--- src/rtl/dma_copy_wb.sv ---
// dma_copy_wb: word-copy DMA engine with a Wishbone register slave and a
// Wishbone master that copies LEN words SRC->DST in chunks of up to BURST.
// Ports: wb_clk_i/wb_rst_i clock and async reset; wbs_* register slave
// (SRC, DST, LEN, CTRL); wbm_* single-word bus master; irq_o done level.

module dma_copy_wb #(
  parameter int BURST = 4,
  parameter int LEN_W = 16
) (
  input  logic        wb_clk_i,
  input  logic        wb_rst_i,
  input  logic [1:0]  wbs_adr_i,
  input  logic [31:0] wbs_dat_i,
  output logic [31:0] wbs_dat_o,
  input  logic        wbs_we_i,
  input  logic [3:0]  wbs_sel_i,
  input  logic        wbs_stb_i,
  input  logic        wbs_cyc_i,
  output logic        wbs_ack_o,
  output logic [31:0] wbm_adr_o,
  output logic [31:0] wbm_dat_o,
  input  logic [31:0] wbm_dat_i,
  output logic        wbm_we_o,
  output logic [3:0]  wbm_sel_o,
  output logic        wbm_stb_o,
  output logic        wbm_cyc_o,
  input  logic        wbm_ack_i,
  output logic        irq_o
);

  localparam int CW = $clog2(BURST) + 1;
  localparam int IW = (BURST > 1) ? $clog2(BURST) : 1;

  localparam logic [2:0] S_IDLE = 3'd0;
  localparam logic [2:0] S_RD   = 3'd1;
  localparam logic [2:0] S_RGAP = 3'd2;
  localparam logic [2:0] S_WR   = 3'd3;
  localparam logic [2:0] S_WGAP = 3'd4;
  localparam logic [2:0] S_FIN  = 3'd5;

  logic [2:0]       state;
  logic [31:0]      src;
  logic [31:0]      dst;
  logic [LEN_W-1:0] len;
  logic [CW-1:0]    chunk;
  logic [CW-1:0]    idx;
  logic             done;
  logic             irq_en;
  logic [31:0]      buf_q [BURST];

  logic             busy;
  logic             slv_req;
  logic             slv_wr;
  logic             start;
  logic             mst_ack;
  logic             last;
  logic [CW-1:0]    idx_nx;
  logic [LEN_W-1:0] len_nx;
  logic             unused_ok;

  assign busy      = state != S_IDLE;
  assign slv_req   = wbs_cyc_i & wbs_stb_i & ~wbs_ack_o;
  assign slv_wr    = wbs_cyc_i & wbs_stb_i & wbs_ack_o & wbs_we_i;
  assign start     = slv_wr & (wbs_adr_i == 2'd3) & wbs_dat_i[0] & ~busy;
  assign mst_ack   = wbm_ack_i & wbm_stb_o;
  assign idx_nx    = idx + 1'b1;
  assign last      = idx_nx == chunk;
  assign len_nx    = len - 1'b1;
  assign irq_o     = done & irq_en;
  assign wbm_sel_o = 4'hf;
  assign unused_ok = ^wbs_sel_i;

  function automatic logic [CW-1:0] clip(input logic [LEN_W-1:0] n);
    if (n >= LEN_W'(BURST)) return CW'(BURST);
    return n[CW-1:0];
  endfunction

  always_ff @(posedge wb_clk_i or posedge wb_rst_i) begin
    if (wb_rst_i) begin
      wbs_ack_o <= 1'b0;
      wbs_dat_o <= '0;
    end else begin
      wbs_ack_o <= slv_req;
      if (slv_req) begin
        unique case (wbs_adr_i)
          2'd0: wbs_dat_o <= src;
          2'd1: wbs_dat_o <= dst;
          2'd2: wbs_dat_o <= 32'(len);
          2'd3: wbs_dat_o <= {29'b0, done, irq_en, busy};
        endcase
      end
    end
  end

  always_ff @(posedge wb_clk_i or posedge wb_rst_i) begin
    if (wb_rst_i) begin
      for (int i = 0; i < BURST; i++) buf_q[i] <= '0;
    end else if (state == S_RD && mst_ack) begin
      buf_q[idx[IW-1:0]] <= wbm_dat_i;
    end
  end

  always_ff @(posedge wb_clk_i or posedge wb_rst_i) begin
    if (wb_rst_i) begin
      state     <= S_IDLE;
      src       <= '0;
      dst       <= '0;
      len       <= '0;
      chunk     <= '0;
      idx       <= '0;
      done      <= 1'b0;
      irq_en    <= 1'b0;
      wbm_cyc_o <= 1'b0;
      wbm_stb_o <= 1'b0;
      wbm_we_o  <= 1'b0;
      wbm_adr_o <= '0;
      wbm_dat_o <= '0;
    end else begin
      if (slv_wr && !busy) begin
        case (wbs_adr_i)
          2'd0: src <= {wbs_dat_i[31:2], 2'b00};
          2'd1: dst <= {wbs_dat_i[31:2], 2'b00};
          2'd2: len <= wbs_dat_i[LEN_W-1:0];
          default: ;
        endcase
      end
      if (slv_wr && wbs_adr_i == 2'd3) begin
        irq_en <= wbs_dat_i[1];
        if (wbs_dat_i[2]) done <= 1'b0;
      end
      case (state)
        S_IDLE: begin
          if (start) begin
            done <= 1'b0;
            if (len == '0) begin
              state <= S_FIN;
            end else begin
              chunk     <= clip(len);
              idx       <= '0;
              state     <= S_RD;
              wbm_cyc_o <= 1'b1;
              wbm_stb_o <= 1'b1;
              wbm_we_o  <= 1'b0;
              wbm_adr_o <= src;
            end
          end
        end
        S_RD: begin
          if (mst_ack) begin
            src       <= src + 32'd4;
            wbm_cyc_o <= 1'b0;
            wbm_stb_o <= 1'b0;
            // the last read also idles one cycle, via WGAP, before writing
            if (last) begin
              idx   <= '0;
              state <= S_WGAP;
            end else begin
              idx   <= idx_nx;
              state <= S_RGAP;
            end
          end
        end
        S_RGAP: begin
          state     <= S_RD;
          wbm_cyc_o <= 1'b1;
          wbm_stb_o <= 1'b1;
          wbm_we_o  <= 1'b0;
          wbm_adr_o <= src;
        end
        S_WGAP: begin
          state     <= S_WR;
          wbm_cyc_o <= 1'b1;
          wbm_stb_o <= 1'b1;
          wbm_we_o  <= 1'b1;
          wbm_adr_o <= dst;
          wbm_dat_o <= buf_q[idx[IW-1:0]];
        end
        S_WR: begin
          if (mst_ack) begin
            dst       <= dst + 32'd4;
            len       <= len_nx;
            wbm_cyc_o <= 1'b0;
            wbm_stb_o <= 1'b0;
            wbm_we_o  <= 1'b0;
            if (!last) begin
              idx   <= idx_nx;
              state <= S_WGAP;
            end else if (len_nx == '0) begin
              state <= S_FIN;
            end else begin
              chunk <= clip(len_nx);
              idx   <= '0;
              state <= S_RGAP;
            end
          end
        end
        S_FIN: begin
          // placed after the CLR_DONE write so a same-cycle set wins
          done  <= 1'b1;
          state <= S_IDLE;
        end
        default: state <= S_IDLE;
      endcase
    end
  end

endmodule

--- config.mk ---
export PLATFORM = sky130hd
export DESIGN_NAME = dma_copy_wb
export DESIGN_NICKNAME = d
export VERILOG_FILES = /design/src/rtl/dma_copy_wb.sv
export SDC_FILE = /design/constraint.sdc
export NUM_CORES = 1
export LEC_CHECK = 0
export BUFFER_PORTS_ARGS = -buffer_cell sky130_fd_sc_hd__buf_2
export CORE_MARGIN = 2
export CORE_UTILIZATION = 59
export CTS_CLUSTER_DIAMETER = 200
export DETAILED_ROUTE_END_ITERATION = 10
export PLACE_DENSITY_LB_ADDON = 0.05
export REMOVE_ABC_BUFFERS = 1
export SYNTH_ARGS = -nofsm -noshare
export SYNTH_HDL_FRONTEND = slang
export SYNTH_SLANG_ARGS = --single-unit
--- constraint.sdc ---
create_clock -name wb_clk_i -period 14 [get_ports wb_clk_i]
set_input_delay 2.8 -clock wb_clk_i [delete_from_list [all_inputs] [get_ports wb_clk_i]]
set_output_delay 2.8 -clock wb_clk_i [all_outputs]
set_load 0.01 [all_outputs]
==> flow_summary.ini, run 1 <==
[run_status]
status = finished clean

[worst_setup_path]
required_ps = 14430
critPathSlowestCell = buf_4
slowest_delay_ps = 600
path_delay_family = buffers and inverters
path_cells = buf_2 -> buf_4 -> nand2_1 -> or3_1 -> a221o_1 -> nor3_2 -> buf_4 -> nor2_1 -> a21oi_1
worst_ep_arrival_time_ps = 5750
crit_fanout = 56
cp-end-kind = flop
path_buf_inv = 3
critPathLaunchType = primary input
worstSetupPathType = in -> reg
cp_common_cell = buf_4

[sta]
fin_worst_skew_ps = 19.0
hold_violations = 0
hold_ws_ps = 473
tightest_slew_ps = 1170
final.setup.tns_ps = 0
rsz0062_at_grt = no
setup_violations = 0
min_period_ps = 5320
post-route-period-util = 0.380
report.final.slew_viol_count = 0
fmax_mhz = 188
slew_headroom = 0.211

[logic_synthesis]
ys_types = 67
yosys_register_bits = 318
synthArstFlopShare = 1.00
seq_area_frac_synth = 0.520
yosysWarnings = 0
synth_ff_type = dfrtp_1
syn_area_um2 = 15300
synthCells = 1350
syn_area_per_cell_um2 = 11.3
synth_edf_count = 0

[clock_network]
cts_setup_buffers = 0
clk-insertion-delay-late_ps = 520
clk_pin_slew_worst_paths_ps = 60
cts-buffers-inserted = 35
cts-htree-levels = 2
max-clock-path-buffers = 3
cts_resized = 0
root_buffer = clkbuf_16
cts_tree = done
cts_hold_buf = 0
clkSinkCount = 318

[floorplan]
rows = 58
coreArea_um2 = 25300
fp.dieW_um = 165
die_h_um = 165
die_area_um2 = 27200
start_util = 0.604
ios = 181

[route]
drt_wl_total_mm = 38.3
vias = 11400
drc = 0
via_per_inst = 6.17
avgRoutedWirePerCell_um = 20.8
dr.first_iter.drc_count = 1049
dr.pass1.iters = 5
drtAntennaViolNets = 0

[pwr]
pwr_density_cell_nw_per_um2 = 199
p_leak_nw = 7.85
ir_drop_mv = 0.118

[cells_and_area]
fin_area_um2 = 17500
drive_above_1_share = 0.306
n_fill_cell = 1964
stdcell_count = 1841
postLayoutCoreUtil = 0.690
fin_nets = 1567
area_delta_synth_final_pct = 14.1
final_cell_mix = dfrtp_1 (316), buf_2 (172), nor2_1 (161), mux2_2 (158), a21oi_1 (85)
layout_commonest_cell = dfrtp_1

[global_routing]
grt.met2_usage = 0.429
grt_pass1_vias = 11100
groute.usage.overall = 0.287
grt_start_max_net_pins = 149
overflow = 0
use_met1 = 0.432
grtUsageMet3 = 0.0447
grt_antenna_before_repair = 2
grt_first_pass_wirelength_mm = 60.8
top_usage_layer = met1

[placement]
place_congestion = 0.901
postPlaceCellArea_um2 = 16400
detailed_place_hpwl_mm = 25.1
io_buffer_count = 172
post-place-cells = 1776

[worst_hold_path]
hp-class = reg -> reg

[flow_run]
maxCapViolCount = 0
==> state kept, by name (all words and copies together) (netlist names) <==
| name | cells |
|---|---|
| irq_en | 1 |
| done | 1 |
| wbm_we_o | 1 |
| len | 16 |
| wbm_cyc_o | 1 |
| dst | 32 |
| wbm_adr_o | 32 |
| buf_q | 128 |
| wbm_dat_o | 32 |
| chunk | 3 |
| src | 32 |
| wbs_ack_o | 1 |
| wbs_dat_o | 32 |
| state | 3 |
| idx | 3 |
==> cells in the mapped netlist, types with 6 or more instances <==
| master | count | share of area |
|---|---|---|
| dfrtp_1 | 318 | 0.52 |
| nor2_1 | 162 | 0.040 |
| mux2_2 | 158 | 0.12 |
| a21oi_1 | 85 | 0.028 |
| nand2_1 | 84 | 0.021 |
| clkbuf_1 | 66 | 0.016 |
| mux2i_1 | 62 | 0.041 |
| o21ai_0 | 42 | 0.014 |
| nor3_1 | 41 | 0.013 |
| mux4_2 | 35 | 0.052 |
| a211oi_1 | 30 | 0.015 |
| buf_1 | 23 | 0.0056 |
| a311oi_1 | 19 | 0.011 |
| nand3_1 | 19 | 0.0062 |
| o31ai_1 | 19 | 0.0093 |
| inv_1 | 16 | 0.0039 |
| and2_1 | 14 | 0.0057 |
| o22ai_1 | 14 | 0.0057 |
| and3_1 | 12 | 0.0049 |
| nand4_1 | 11 | 0.0045 |
| or3_1 | 11 | 0.0045 |
| ha_1 | 8 | 0.0065 |
| a31oi_1 | 6 | 0.0025 |
| mux2_1 | 6 | 0.0044 |
| nor4_1 | 6 | 0.0025 |
==> kinds of logic after synthesis <==
| logic type | synth area share |
|---|---|
| flops | 0.520 |
| compound gates | 0.107 |
| mux | 0.214 |
| fa+ha+maj | 0.00654 |
| simple gates | 0.119 |
| other cells | 0.000245 |
| buf+inv | 0.0299 |
| xor+xnor | 0.00441 |
==> worst paths after layout <==
check / endpoint / slack [ps] / start / cells past startpoint
setup / recovery: wbm_adr_o[24] / 8680 / wbs_adr_i[0] / 9
hold / removal: wbs_dat_o[29] / 470 / wbs_dat_o[29] / 2
setup reg to reg: wbm_adr_o[30] / 10440 / len[0] / 9
hold reg to reg: wbs_dat_o[29] / 470 / wbs_dat_o[29] / 2
max in group asynchronous: len[12] / 9400 / wb_rst_i / 4
min in group asynchronous: wbm_adr_o[31] / 2530 / wb_rst_i / 2
==> power breakdown <==
group / internal [mW] / switching, mW / leakage [nW]
Sequential: 1.25 / 0.285 / 4.03
Clock: 0.518 / 0.367 / 0.535
Combinational: 0.528 / 0.526 / 3.28
==> routing by layer <==
metal	up-vias	routed length (um)
met3	70	2380
met5	-	0
li1	5191	-
met4	0	1020
met2	401	17200
met1	5689	17600
==> through the flow <==
| step | setup WS, ps | total power [mW] |
|---|---|---|
| 2_1_floorplan | 2400 | 2.23 |
| 3_3_place_gp | 8250 | 2.54 |
| 3_5_place_dp | 8190 | 2.59 |
| 4_1_cts | 8740 | 3.48 |
| 5_1_grt | 8380 | 3.68 |
| 6_report | 8680 | 3.47 |
==> worst min-delay path, stage by stage (launching register included) <==
cell and delay (ps):
dfrtp_1 330, nand2_1 50, o31ai_1 50
==> area by class of cell <==
type | count | area, um^2 | area share
sequential | 318 | 7960 | 0.456
multi-input combinational | 921 | 6920 | 0.396
clock buffer | 55 | 1010 | 0.0580
timing repair buffer | 191 | 1000 | 0.0575
tap | 330 | 413 | 0.0236
clock inverter | 8 | 80.1 | 0.00459
inverter | 16 | 67.6 | 0.00387
antenna | 2 | 5.00 | 0.000287
Note: power is estimated with default switching activity, not from simulation.
==> run 2, diff against run 1 <==
==> constraint.sdc (replaced) <==
create_clock -name wb_clk_i -period 5.1 [get_ports wb_clk_i]
set_input_delay 1.02 -clock wb_clk_i [delete_from_list [all_inputs] [get_ports wb_clk_i]]
set_output_delay 1.02 -clock wb_clk_i [all_outputs]
set_load 0.01 [all_outputs]
==> run 2 against run 1 <==
  * Worst hold slack worse by 1.2 ps
  * Via count up 1.1%
  * Sequential power rose to 2.8 times the previous value
  * Clock power rose to 2.8 times the previous value
  * Combinational power rose to 2.7 times the previous value
  * Sequential share of layout area down 0.20 points
  * Register-to-register slack worse by 8500 ps
  * Critical path type is now reg -> reg
  * Highest routed layer unchanged
==> flow_summary.ini, run 2 (synthesized netlist as in run 1, its figures left out) <==
[global_routing]
grt_start_max_net_pins = 131
grt_antenna_before_repair = 1
groute.usage.overall = 0.287
grt_first_pass_wirelength_mm = 60.9
overflow = 0
grt_pass1_vias = 11100

[sta]
slew_headroom = 0.276
report.final.slew_viol_count = 0
hold_violations = 0
rsz0062_at_grt = no
fmax_mhz = 315
post-route-period-util = 0.622
fin_worst_skew_ps = 11.7
final.setup.tns_ps = 0
tightest_slew_ps = 1080
min_period_ps = 3170
setup_violations = 0

[route]
drtAntennaViolNets = 0
via_per_inst = 6.23
dr.first_iter.drc_count = 1009
dr.pass1.iters = 5
avgRoutedWirePerCell_um = 20.7
drc = 0
vias = 11500
drt_wl_total_mm = 38.2

[clock_network]
cts-htree-levels = 2
clkSinkCount = 318
cts_resized = 0
max-clock-path-buffers = 3
cts_tree = done
cts_setup_buffers = 0
clk-insertion-delay-late_ps = 510
clk_pin_slew_worst_paths_ps = 60
root_buffer = clkbuf_16
cts-buffers-inserted = 35
cts_hold_buf = 0

[pwr]
finalPower_mw = 9.55
p_sw_frac = 0.338
p_leak_nw = 7.91
p_int_mw = 6.32
pwr_density_cell_nw_per_um2 = 544
power_switching_mw = 3.23
ir_drop_mv = 0.382
power_frac_clock = 0.257
power_frac_seq = 0.442
comb_power_share = 0.301

[floorplan]
die_h_um = 165
start_util = 0.604
ios = 181
coreArea_um2 = 25300
rows = 58
fp.dieW_um = 165
die_area_um2 = 27200

[cells_and_area]
largest_reg_flops = 128
area_delta_synth_final_pct = 14.6
fin_nets = 1572
layout_commonest_cell = dfrtp_1
regMostFlops = buf_q
stdcell_count = 1844
n_fill_cell = 1903
postLayoutCoreUtil = 0.693
drive_above_1_share = 0.313
final_cell_mix = dfrtp_1 (316), buf_2 (172), nor2_1 (161), mux2_2 (158), a21oi_1 (85)

[worst_setup_path]
worstSetupPathType = reg -> reg
worst_ep_arrival_time_ps = 3550
crit_fanout = 35
critPathLaunchType = flop
required_ps = 5470
cp-end-kind = flop

[worst_hold_path]
hp-class = reg -> reg

[placement]
detailed_place_hpwl_mm = 25.5
io_buffer_count = 172
post-place-cells = 1781
place_congestion = 0.895

[flow_run]
maxCapViolCount = 0

[run_status]
status = finished clean
## run 2: changes by cell type in the layout (fill, tap and decap cells not counted)
cell,delta
diode_2,-1
clkinv_2,+1
buf_12,+1
clkbuf_8,+5
buf_4,+4
clkbuf_1,-7
inv_8,+1
bufinv_16,-1
## run 2: power groups by stage
stage	clock, mW	sequential [mW]	combinational, mW
floorplan	0	4.17	1.96
global placement	0	4.19	2.80
detailed placement	0	4.24	2.87
CTS	2.49	4.21	2.90
global route	2.59	4.36	3.18
finish	2.45	4.22	2.88
## run 2: layout make-up
cell class                      instances  area (um^2)  share of cell area
Multi-Input combinational cell        921         6920               0.395
Antenna cell                            1         2.50            0.000143
Sequential cell                       318         7960               0.454
Tap cell                              330          413              0.0235
Clock buffer                           53         1050              0.0601
Clock inverter                          9         66.3             0.00378
Timing Repair Buffer                  196         1050              0.0601
Inverter                               16         67.6             0.00385
## run 2: routing by layer
layer  vias up  wire, um  global-route usage
met1      5749     17000               0.425
met3        76      2800              0.0482
met4         0       949              0.0862
met5         -         0                   0
li1       5214         -                   -
met2       440     17400               0.441
## run 2: through the flow
stage | hold WS [ps] | worst slack, ps | area (um^2)
finish | 471 | 1930 | 17500
global route | 490 | 1750 | 17500
CTS | 474 | 1980 | 17500
detailed placement | 461 | 1660 | 16400
global placement | 457 | 1700 | 16400
floorplan | 452 | -4720 | 14900
## run 2: path summary, 6_finish.rpt
path                       slack, ps             to     startpoint  depth (start not counted)
max in group asynchronous       3270      wbs_ack_o       wb_rst_i                          3
min                              470  wbs_dat_o[24]  wbs_dat_o[24]                          2
max                             1930  wbm_adr_o[30]         len[0]                          9
min reg2reg                      470  wbs_dat_o[24]  wbs_dat_o[24]                          2
min in group asynchronous        690  wbs_dat_o[31]       wb_rst_i                          2
max reg2reg                     1930  wbm_adr_o[30]         len[0]                          9
## run 2: critical path, stage by stage, from the launching register on
cell	delay [ps]
dfrtp_1	480
inv_1	130
ha_1	270
nor3b_1	410
nand2_1	210
nor4_1	860
nor3_2	140
buf_4	310
nor2_1	150
a21oi_1	60
